==> src/rtl/uart_pkg.sv <==
// Shared types and default constants for the UART transmit path.
package uart_pkg;

  // Arbiter frame sequencing states.
  typedef enum logic [1:0] {
    IDLE     = 2'd0,
    ISSUE    = 2'd1,
    WAIT_END = 2'd2,
    GAP      = 2'd3
  } arb_state_e;

  // Idle cycles after a frame ends; two covers the core's STOP cycle.
  localparam int GAP_CYC_DEF = 2;

  // WAIT_END cycle limit; comfortably above a full byte frame.
  localparam int TIMEOUT_DEF = 64;

endpackage : uart_pkg

==> src/rtl/rr_picker.sv <==
// Combinational round-robin picker: finds the first set request bit at or
// above the pointer, wrapping past N_REQ-1 back to 0.
module rr_picker #(
  parameter int N_REQ = 4,
  parameter int IDX_W = 2
) (
  input  logic [N_REQ-1:0] req_i,
  input  logic [IDX_W-1:0] ptr_i,
  output logic             any_valid_o,
  output logic [IDX_W-1:0] sel_o
);

  // One extra bit so ptr + offset cannot overflow before the wrap.
  localparam int SUM_W = IDX_W + 1;

  logic [SUM_W-1:0] idx_s;

  // Scan N_REQ positions starting at the pointer; the first hit wins.
  always_comb begin
    any_valid_o = 1'b0;
    sel_o       = {IDX_W{1'b0}};
    idx_s       = {SUM_W{1'b0}};
    for (int k = 0; k < N_REQ; k++) begin
      idx_s = {1'b0, ptr_i} + SUM_W'(k);
      if (idx_s >= SUM_W'(N_REQ)) begin
        idx_s = idx_s - SUM_W'(N_REQ);
      end else begin
        idx_s = idx_s;
      end
      if (!any_valid_o && req_i[idx_s]) begin
        any_valid_o = 1'b1;
        sel_o       = idx_s[IDX_W-1:0];
      end else begin
        any_valid_o = any_valid_o;
        sel_o       = sel_o;
      end
    end
  end

endmodule : rr_picker

==> src/rtl/uart_tx_arbiter.sv <==
// Round-robin arbiter sharing one UART transmitter core between N_REQ byte
// producers. One byte per grant; waits for the core's end_flag edge (or a
// timeout) and then holds an inter-frame gap before the next grant.
module uart_tx_arbiter
  import uart_pkg::*;
#(
  parameter int N_REQ   = 4,
  parameter int DATA_W  = 8,
  parameter int GAP_CYC = GAP_CYC_DEF,
  parameter int TIMEOUT = TIMEOUT_DEF
) (
  input  logic                       clk,
  input  logic                       rst_n,
  input  logic [N_REQ-1:0]           req_valid,
  input  logic [N_REQ*DATA_W-1:0]    req_data,
  output logic [N_REQ-1:0]           req_ready,
  output logic [DATA_W-1:0]          core_wdata,
  output logic                       core_run_req,
  input  logic                       core_end_flag,
  output logic [$clog2(N_REQ)-1:0]   grant_id,
  output logic                       busy,
  output logic                       timeout_err
);

  localparam int IDX_W  = $clog2(N_REQ);
  localparam int TCNT_W = $clog2(TIMEOUT);
  localparam int GCNT_W = $clog2(GAP_CYC);

  localparam logic [IDX_W-1:0]  LAST_IDX = IDX_W'(N_REQ - 1);
  localparam logic [TCNT_W-1:0] TCNT_MAX = TCNT_W'(TIMEOUT - 1);
  localparam logic [GCNT_W-1:0] GAP_LOAD = GCNT_W'(GAP_CYC - 1);

  // One-hot decode of a requester index.
  function automatic logic [N_REQ-1:0] onehot(input logic [IDX_W-1:0] idx);
    logic [N_REQ-1:0] v;
    v = {N_REQ{1'b0}};
    v[idx] = 1'b1;
    return v;
  endfunction

  arb_state_e        state_q, state_d;
  logic [DATA_W-1:0] wdata_q, wdata_d;
  logic [IDX_W-1:0]  grant_q, grant_d;
  logic [IDX_W-1:0]  rr_q, rr_d;
  logic [TCNT_W-1:0] tcnt_q, tcnt_d;
  logic [GCNT_W-1:0] gcnt_q, gcnt_d;
  logic              end_prev_q;

  logic              any_valid_s;
  logic [IDX_W-1:0]  sel_s;
  logic              edge_s;
  logic              tout_s;
  logic [N_REQ-1:0]  ready_s;

  rr_picker #(
    .N_REQ (N_REQ),
    .IDX_W (IDX_W)
  ) u_picker (
    .req_i       (req_valid),
    .ptr_i       (rr_q),
    .any_valid_o (any_valid_s),
    .sel_o       (sel_s)
  );

  // The edge detector tracks end_flag in every state; only WAIT_END acts on it.
  assign edge_s = core_end_flag & ~end_prev_q;

  // Next-state and datapath updates for the grant/issue/wait/gap sequence.
  always_comb begin
    state_d = state_q;
    wdata_d = wdata_q;
    grant_d = grant_q;
    rr_d    = rr_q;
    tcnt_d  = tcnt_q;
    gcnt_d  = gcnt_q;
    tout_s  = 1'b0;
    ready_s = {N_REQ{1'b0}};
    case (state_q)
      IDLE: begin
        if (any_valid_s) begin
          ready_s = onehot(sel_s);
          wdata_d = req_data[int'(sel_s)*DATA_W +: DATA_W];
          grant_d = sel_s;
          rr_d    = (sel_s == LAST_IDX) ? {IDX_W{1'b0}} : sel_s + IDX_W'(1);
          state_d = ISSUE;
        end else begin
          state_d = IDLE;
        end
      end
      ISSUE: begin
        tcnt_d  = {TCNT_W{1'b0}};
        state_d = WAIT_END;
      end
      WAIT_END: begin
        // An edge on the last allowed cycle is a normal end, not a timeout.
        if (edge_s) begin
          gcnt_d  = GAP_LOAD;
          state_d = GAP;
        end else if (tcnt_q == TCNT_MAX) begin
          tout_s  = 1'b1;
          gcnt_d  = GAP_LOAD;
          state_d = GAP;
        end else begin
          tcnt_d  = tcnt_q + TCNT_W'(1);
        end
      end
      GAP: begin
        if (gcnt_q == {GCNT_W{1'b0}}) begin
          state_d = IDLE;
        end else begin
          gcnt_d  = gcnt_q - GCNT_W'(1);
        end
      end
      default: begin
        state_d = IDLE;
      end
    endcase
  end

  // State and datapath registers.
  always_ff @(posedge clk or negedge rst_n) begin
    if (!rst_n) begin
      state_q    <= IDLE;
      wdata_q    <= {DATA_W{1'b0}};
      grant_q    <= {IDX_W{1'b0}};
      rr_q       <= {IDX_W{1'b0}};
      tcnt_q     <= {TCNT_W{1'b0}};
      gcnt_q     <= {GCNT_W{1'b0}};
      end_prev_q <= 1'b0;
    end else begin
      state_q    <= state_d;
      wdata_q    <= wdata_d;
      grant_q    <= grant_d;
      rr_q       <= rr_d;
      tcnt_q     <= tcnt_d;
      gcnt_q     <= gcnt_d;
      end_prev_q <= core_end_flag;
    end
  end

  // Ready is a same-cycle accept; it is forced low while reset is asserted.
  assign req_ready    = rst_n ? ready_s : {N_REQ{1'b0}};
  assign core_wdata   = wdata_q;
  assign grant_id     = grant_q;
  assign core_run_req = (state_q == ISSUE);
  assign busy         = (state_q != IDLE);
  assign timeout_err  = tout_s;

endmodule : uart_tx_arbiter

==> config.mk <==
export PLATFORM = sky130hd
export DESIGN_NAME = uart_tx_arbiter
export DESIGN_NICKNAME = d
export VERILOG_FILES = /design/src/rtl/uart_pkg.sv /design/src/rtl/rr_picker.sv /design/src/rtl/uart_tx_arbiter.sv
export SDC_FILE = /design/constraint.sdc
export NUM_CORES = 1
export LEC_CHECK = 0
export CAP_MARGIN = 15
export CORE_MARGIN = 10
export CORE_UTILIZATION = 43
export DETAILED_ROUTE_END_ITERATION = 12
export PLACE_DENSITY = 0.84
export SETUP_SLACK_MARGIN = 0.3
export SLEW_MARGIN = 30
export SYNTH_ARGS = -nofsm -noshare
export SYNTH_HDL_FRONTEND = slang
export SYNTH_SLANG_ARGS = --single-unit
export TNS_END_PERCENT = 1
==> constraint.sdc <==
create_clock -name clk -period 2.4 [get_ports clk]
set_input_delay 0.48 -clock clk [delete_from_list [all_inputs] [get_ports clk]]
set_output_delay 0.48 -clock clk [all_outputs]
set_load 0.005 [all_outputs]
==> metrics.txt <==
# TYPE chip_impl_metric gauge
chip_impl_metric{name="number_of_antenna_violations_at_the_first_check_in_global_routing",unit=""} 0
chip_impl_metric{name="clock_sink_count",unit=""} 22
chip_impl_metric{name="cell_internal_pwr",unit="mW"} 1.36
chip_impl_metric{name="yosysSeqAreaShare",unit="%"} 38.3
chip_impl_info{name="rsz0062_at_grt",value="true"} 1
chip_impl_metric{name="grt_max_degree",unit=""} 31
chip_impl_metric{name="h-tree-depth",unit=""} 1
chip_impl_metric{name="syn_area_per_cell",unit="um^2"} 9.46
chip_impl_metric{name="multiInputGateArea",unit="um^2"} 881
chip_impl_metric{name="filler_cell_count",unit=""} 232
chip_impl_metric{name="postSynth.asyncResetShare",unit="%"} 100
chip_impl_metric{name="power_total",unit="mW"} 2.29
chip_impl_metric{name="cp.required",unit="ps"} 1920
chip_impl_metric{name="synth_edf_count",unit=""} 0
chip_impl_metric{name="drt_first_iter_violations",unit=""} 155
chip_impl_metric{name="cap_violations",unit=""} 0
chip_impl_info{name="netlist.top_cell.by_area",value="sky130_fd_sc_hd__dfrtp_1"} 1
chip_impl_metric{name="synth_net_count",unit=""} 198
chip_impl_info{name="timing.hold.worst.class",value="reg -> reg"} 1
chip_impl_metric{name="finalNetCount",unit=""} 269
chip_impl_metric{name="die_y",unit="um"} 77.8
chip_impl_metric{name="wirelength",unit="um"} 4930
chip_impl_metric{name="clk_pin_slew",unit="ps"} 120
chip_impl_info{name="worst-setup-path-type",value="in -> out"} 1
chip_impl_metric{name="die_area",unit="um^2"} 6060
chip_impl_info{name="ys_top_cells_by_area",value="sky130_fd_sc_hd__dfrtp_1 (38%), sky130_fd_sc_hd__mux2i_1 (13%), sky130_fd_sc_hd__nor3_1 (6.3%)"} 1
chip_impl_metric{name="first_global_vias",unit=""} 1512
chip_impl_info{name="clk_root_buffer_cell",value="sky130_fd_sc_hd__clkbuf_4"} 1
chip_impl_metric{name="synthDominantCellAreaShare",unit="%"} 38.3
chip_impl_metric{name="hold_buffers",unit=""} 0
chip_impl_metric{name="arrival_time_of_the_worst_setup_path",unit="ps"} 1870
chip_impl_metric{name="final-seq-area",unit="um^2"} 552
chip_impl_info{name="yosys-top-cells-count",value="sky130_fd_sc_hd__dfrtp_1 (22), sky130_fd_sc_hd__mux2i_1 (19), sky130_fd_sc_hd__nor3_1 (18), sky130_fd_sc_hd__nand2_1 (14), sky130_fd_sc_hd__inv_1 (10)"} 1
chip_impl_metric{name="clock.fmax",unit="GHz"} 0.425
chip_impl_metric{name="leakage",unit="nW"} 1.07
chip_impl_metric{name="power_frac_comb",unit="%"} 63.6
chip_impl_metric{name="synth_area",unit="um^2"} 1440
chip_impl_metric{name="numCtsBuffers",unit=""} 3
chip_impl_metric{name="yosysWarnings",unit=""} 0
chip_impl_metric{name="vdd.ir_drop.worst",unit="uV"} 598
chip_impl_metric{name="post_synthesis_to_final_layout_area_growth",unit="%"} 57.5
chip_impl_info{name="holdCritStartpoint",value="grant_id[0]$_DFFE_PN0P_"} 1
chip_impl_metric{name="relSlewSlack",unit="%"} 75.1
chip_impl_metric{name="detail_route.vias_per_cell",unit=""} 5.54
chip_impl_metric{name="core",unit="um^2"} 3130
chip_impl_metric{name="start_util",unit="%"} 46.0
chip_impl_info{name="synth.most_common_cell",value="sky130_fd_sc_hd__dfrtp_1"} 1
chip_impl_metric{name="clk_path_buf_depth",unit=""} 2
chip_impl_metric{name="avgRoutedWirePerCell",unit="um"} 18.5
chip_impl_metric{name="routabilityCongestion",unit=""} 0.797
chip_impl_metric{name="p_clk_share",unit="%"} 8.9
chip_impl_metric{name="standard_cell_row_count",unit=""} 20
chip_impl_metric{name="net-switching-power",unit="uW"} 926
chip_impl_info{name="crit-reg2reg-launch",value="rr_q[1]$_DFFE_PN0P_"} 1
chip_impl_metric{name="clk_latency",unit="ps"} 310
chip_impl_metric{name="drt_first_pass_iters",unit=""} 4
chip_impl_metric{name="reg2reg_slack",unit="ps"} 120
chip_impl_metric{name="r2r.worst_path.cells",unit=""} 8
chip_impl_metric{name="insertedDiodeCount",unit=""} 0
chip_impl_metric{name="dp_hpwl",unit="um"} 3430
chip_impl_metric{name="final_period_minus_worst_setup_slack",unit="ps"} 2350
chip_impl_metric{name="crit_buf_inv",unit=""} 3
chip_impl_metric{name="num_io_pins",unit=""} 56
chip_impl_metric{name="grt_use_total",unit="%"} 15.7
chip_impl_metric{name="grt_first_pass_wirelength",unit="um"} 7860
chip_impl_info{name="run_status",value="finished clean"} 1
chip_impl_metric{name="power.density_cell_area",unit="nW/um^2"} 1010
chip_impl_metric{name="min_delay_path_depth",unit=""} 1
chip_impl_metric{name="crit_fanout",unit=""} 4
chip_impl_metric{name="power.share.switching",unit="%"} 40.5
chip_impl_metric{name="setup-violations-final",unit=""} 0
chip_impl_metric{name="ys_seq_elements",unit=""} 22
chip_impl_info{name="critical_path.startpoint_type",value="primary input"} 1
chip_impl_metric{name="share_of_final_layout_standard_cells_stronger_than_drive_strength_1",unit="%"} 21.2
chip_impl_info{name="crit_slowest_cell",value="sky130_fd_sc_hd__clkdlybuf4s50_1"} 1
chip_impl_metric{name="fin_setup_tns",unit="ps"} 0
chip_impl_metric{name="overflow",unit=""} 0
chip_impl_info{name="crit-reg2reg-capture",value="core_wdata[7]$_DFFE_PN0P_"} 1
chip_impl_info{name="critPathTopFamily",value="buffers and inverters"} 1
chip_impl_metric{name="place.detailed.instances",unit=""} 254
chip_impl_info{name="synth_ff_type",value="sky130_fd_sc_hd__dfrtp_1"} 1
chip_impl_metric{name="yosysUniqueCellTypes",unit=""} 32
chip_impl_info{name="hold_end",value="grant_id[0]$_DFFE_PN0P_"} 1
chip_impl_metric{name="fin_skew",unit="ps"} 1.73
chip_impl_metric{name="report.final.hold_viol_count",unit=""} 0
chip_impl_metric{name="critPathMaxStageDelay",unit="ps"} 440
chip_impl_info{name="cp_cell_sequence",value="clkdlybuf4s50_1 > nor4_1 > buf_4 > nor2_4 > and3_4 > buf_6"} 1
chip_impl_metric{name="worst-slew-pin-transition",unit="ps"} 370
chip_impl_info{name="setup.worst_path.end_class",value="primary output"} 1
chip_impl_metric{name="power.sequential.fraction",unit="%"} 27.4
chip_impl_info{name="tritoncts",value="yes"} 1
chip_impl_metric{name="final_max_slew_viol_count",unit=""} 0
chip_impl_metric{name="vias",unit=""} 1474
chip_impl_metric{name="period_utilization",unit="%"} 98.0
chip_impl_metric{name="synth_cells",unit=""} 152
chip_impl_metric{name="io_buffers",unit=""} 55
chip_impl_metric{name="detail_route.drc_violations",unit=""} 0
chip_impl_metric{name="die_x_extent",unit="um"} 77.8
chip_impl_metric{name="layout.cells.non_filler",unit=""} 266
chip_impl_metric{name="final_antenna_net_count",unit=""} 0
cell usage in the layout (no fill, tap or decap), types with 4 or more instances in the layout:
cell type,n
sky130_fd_sc_hd__nor2_1,5
sky130_fd_sc_hd__o2bb2ai_1,4
sky130_fd_sc_hd__ha_1,4
sky130_fd_sc_hd__a211o_1,8
sky130_fd_sc_hd__nor3_1,17
sky130_fd_sc_hd__mux2i_1,19
sky130_fd_sc_hd__o21ai_0,4
sky130_fd_sc_hd__buf_4,16
sky130_fd_sc_hd__inv_1,6
sky130_fd_sc_hd__dfrtp_1,21
sky130_fd_sc_hd__nand2_1,14
sky130_fd_sc_hd__inv_2,4
sky130_fd_sc_hd__clkdlybuf4s50_1,48
timing repair:
action	CTS	global route
setup endpoints to repair	14	14
buffers inserted	6	2
gates resized for setup	38	8
pin swaps	7	6
worst max path at each step:
stage	start	endpoint	depth (start not counted)
finish	req_valid[2]	req_ready[3]	6
global route	req_valid[2]	req_ready[0]	7
CTS	rr_q[1]$_DFFE_PN0P_	req_ready[3]	6
detailed placement	req_valid[1]	req_ready[3]	7
global placement	req_valid[1]	req_ready[3]	7
floorplan	req_valid[1]	req_ready[3]	6
stage by stage:
stage	area [um^2]	util (%)	hold slack, ps	setup slack [ps]
2_1_floorplan	1440	-	184	423
3_3_place_gp	2080	66.5	459	-382
3_5_place_dp	2080	66.5	469	-493
4_1_cts	2210	70.7	498	87.8
5_1_grt	2260	72.4	528	-7.08
6_report	2260	72.4	498	46.9
power groups by stage:
stage               combinational [mW]  sequential (mW)  clock (mW)
floorplan                        0.746            0.618           0
global placement                  1.18            0.620           0
detailed placement                1.23            0.635           0
CTS                               1.37            0.626       0.213
global route                      1.58            0.643       0.227
finish                            1.45            0.627       0.204
kinds of logic after synthesis:
kind of cell | after synthesis | share of synthesized area, %
fa+ha+maj | 7 | 6.09
buf+inv | 19 | 6.96
simple gates | 52 | 17.3
mux | 20 | 14.3
compound gates | 32 | 17.1
flops | 22 | 38.3
routing by layer:
layer / part of all wire [%] / track usage [%]
met3: 8.6 / 4.38
met5: 0 / 0
met1: 45 / 20.5
met2: 45 / 24.4
met4: 1.2 / 4.74
state kept, by name, indices dropped and copies added, names as in the netlist:
signal,count
core_wdata,8
tcnt_q,6
end_prev_q,1
gcnt_q,1
state_q,2
grant_id,2
rr_q,2
worst reg2reg max path: stages, from the launching register on:
cell	delay, ps
sky130_fd_sc_hd__dfrtp_2	460
sky130_fd_sc_hd__mux2_4	320
sky130_fd_sc_hd__o221ai_4	210
sky130_fd_sc_hd__buf_6	150
sky130_fd_sc_hd__buf_4	120
sky130_fd_sc_hd__buf_4	270
sky130_fd_sc_hd__mux2i_1	310
sky130_fd_sc_hd__nor3_1	70
sky130_fd_sc_hd__a211o_1	270
layout make-up:
type,count,share of cell area (%)
Tap cell,44,2.43
Multi-Input combinational cell,111,38.9
Timing Repair Buffer,74,30.9
Clock buffer,4,1.60
Sequential cell,22,24.4
Inverter,11,1.82
(Power assumes the default switching activity.)
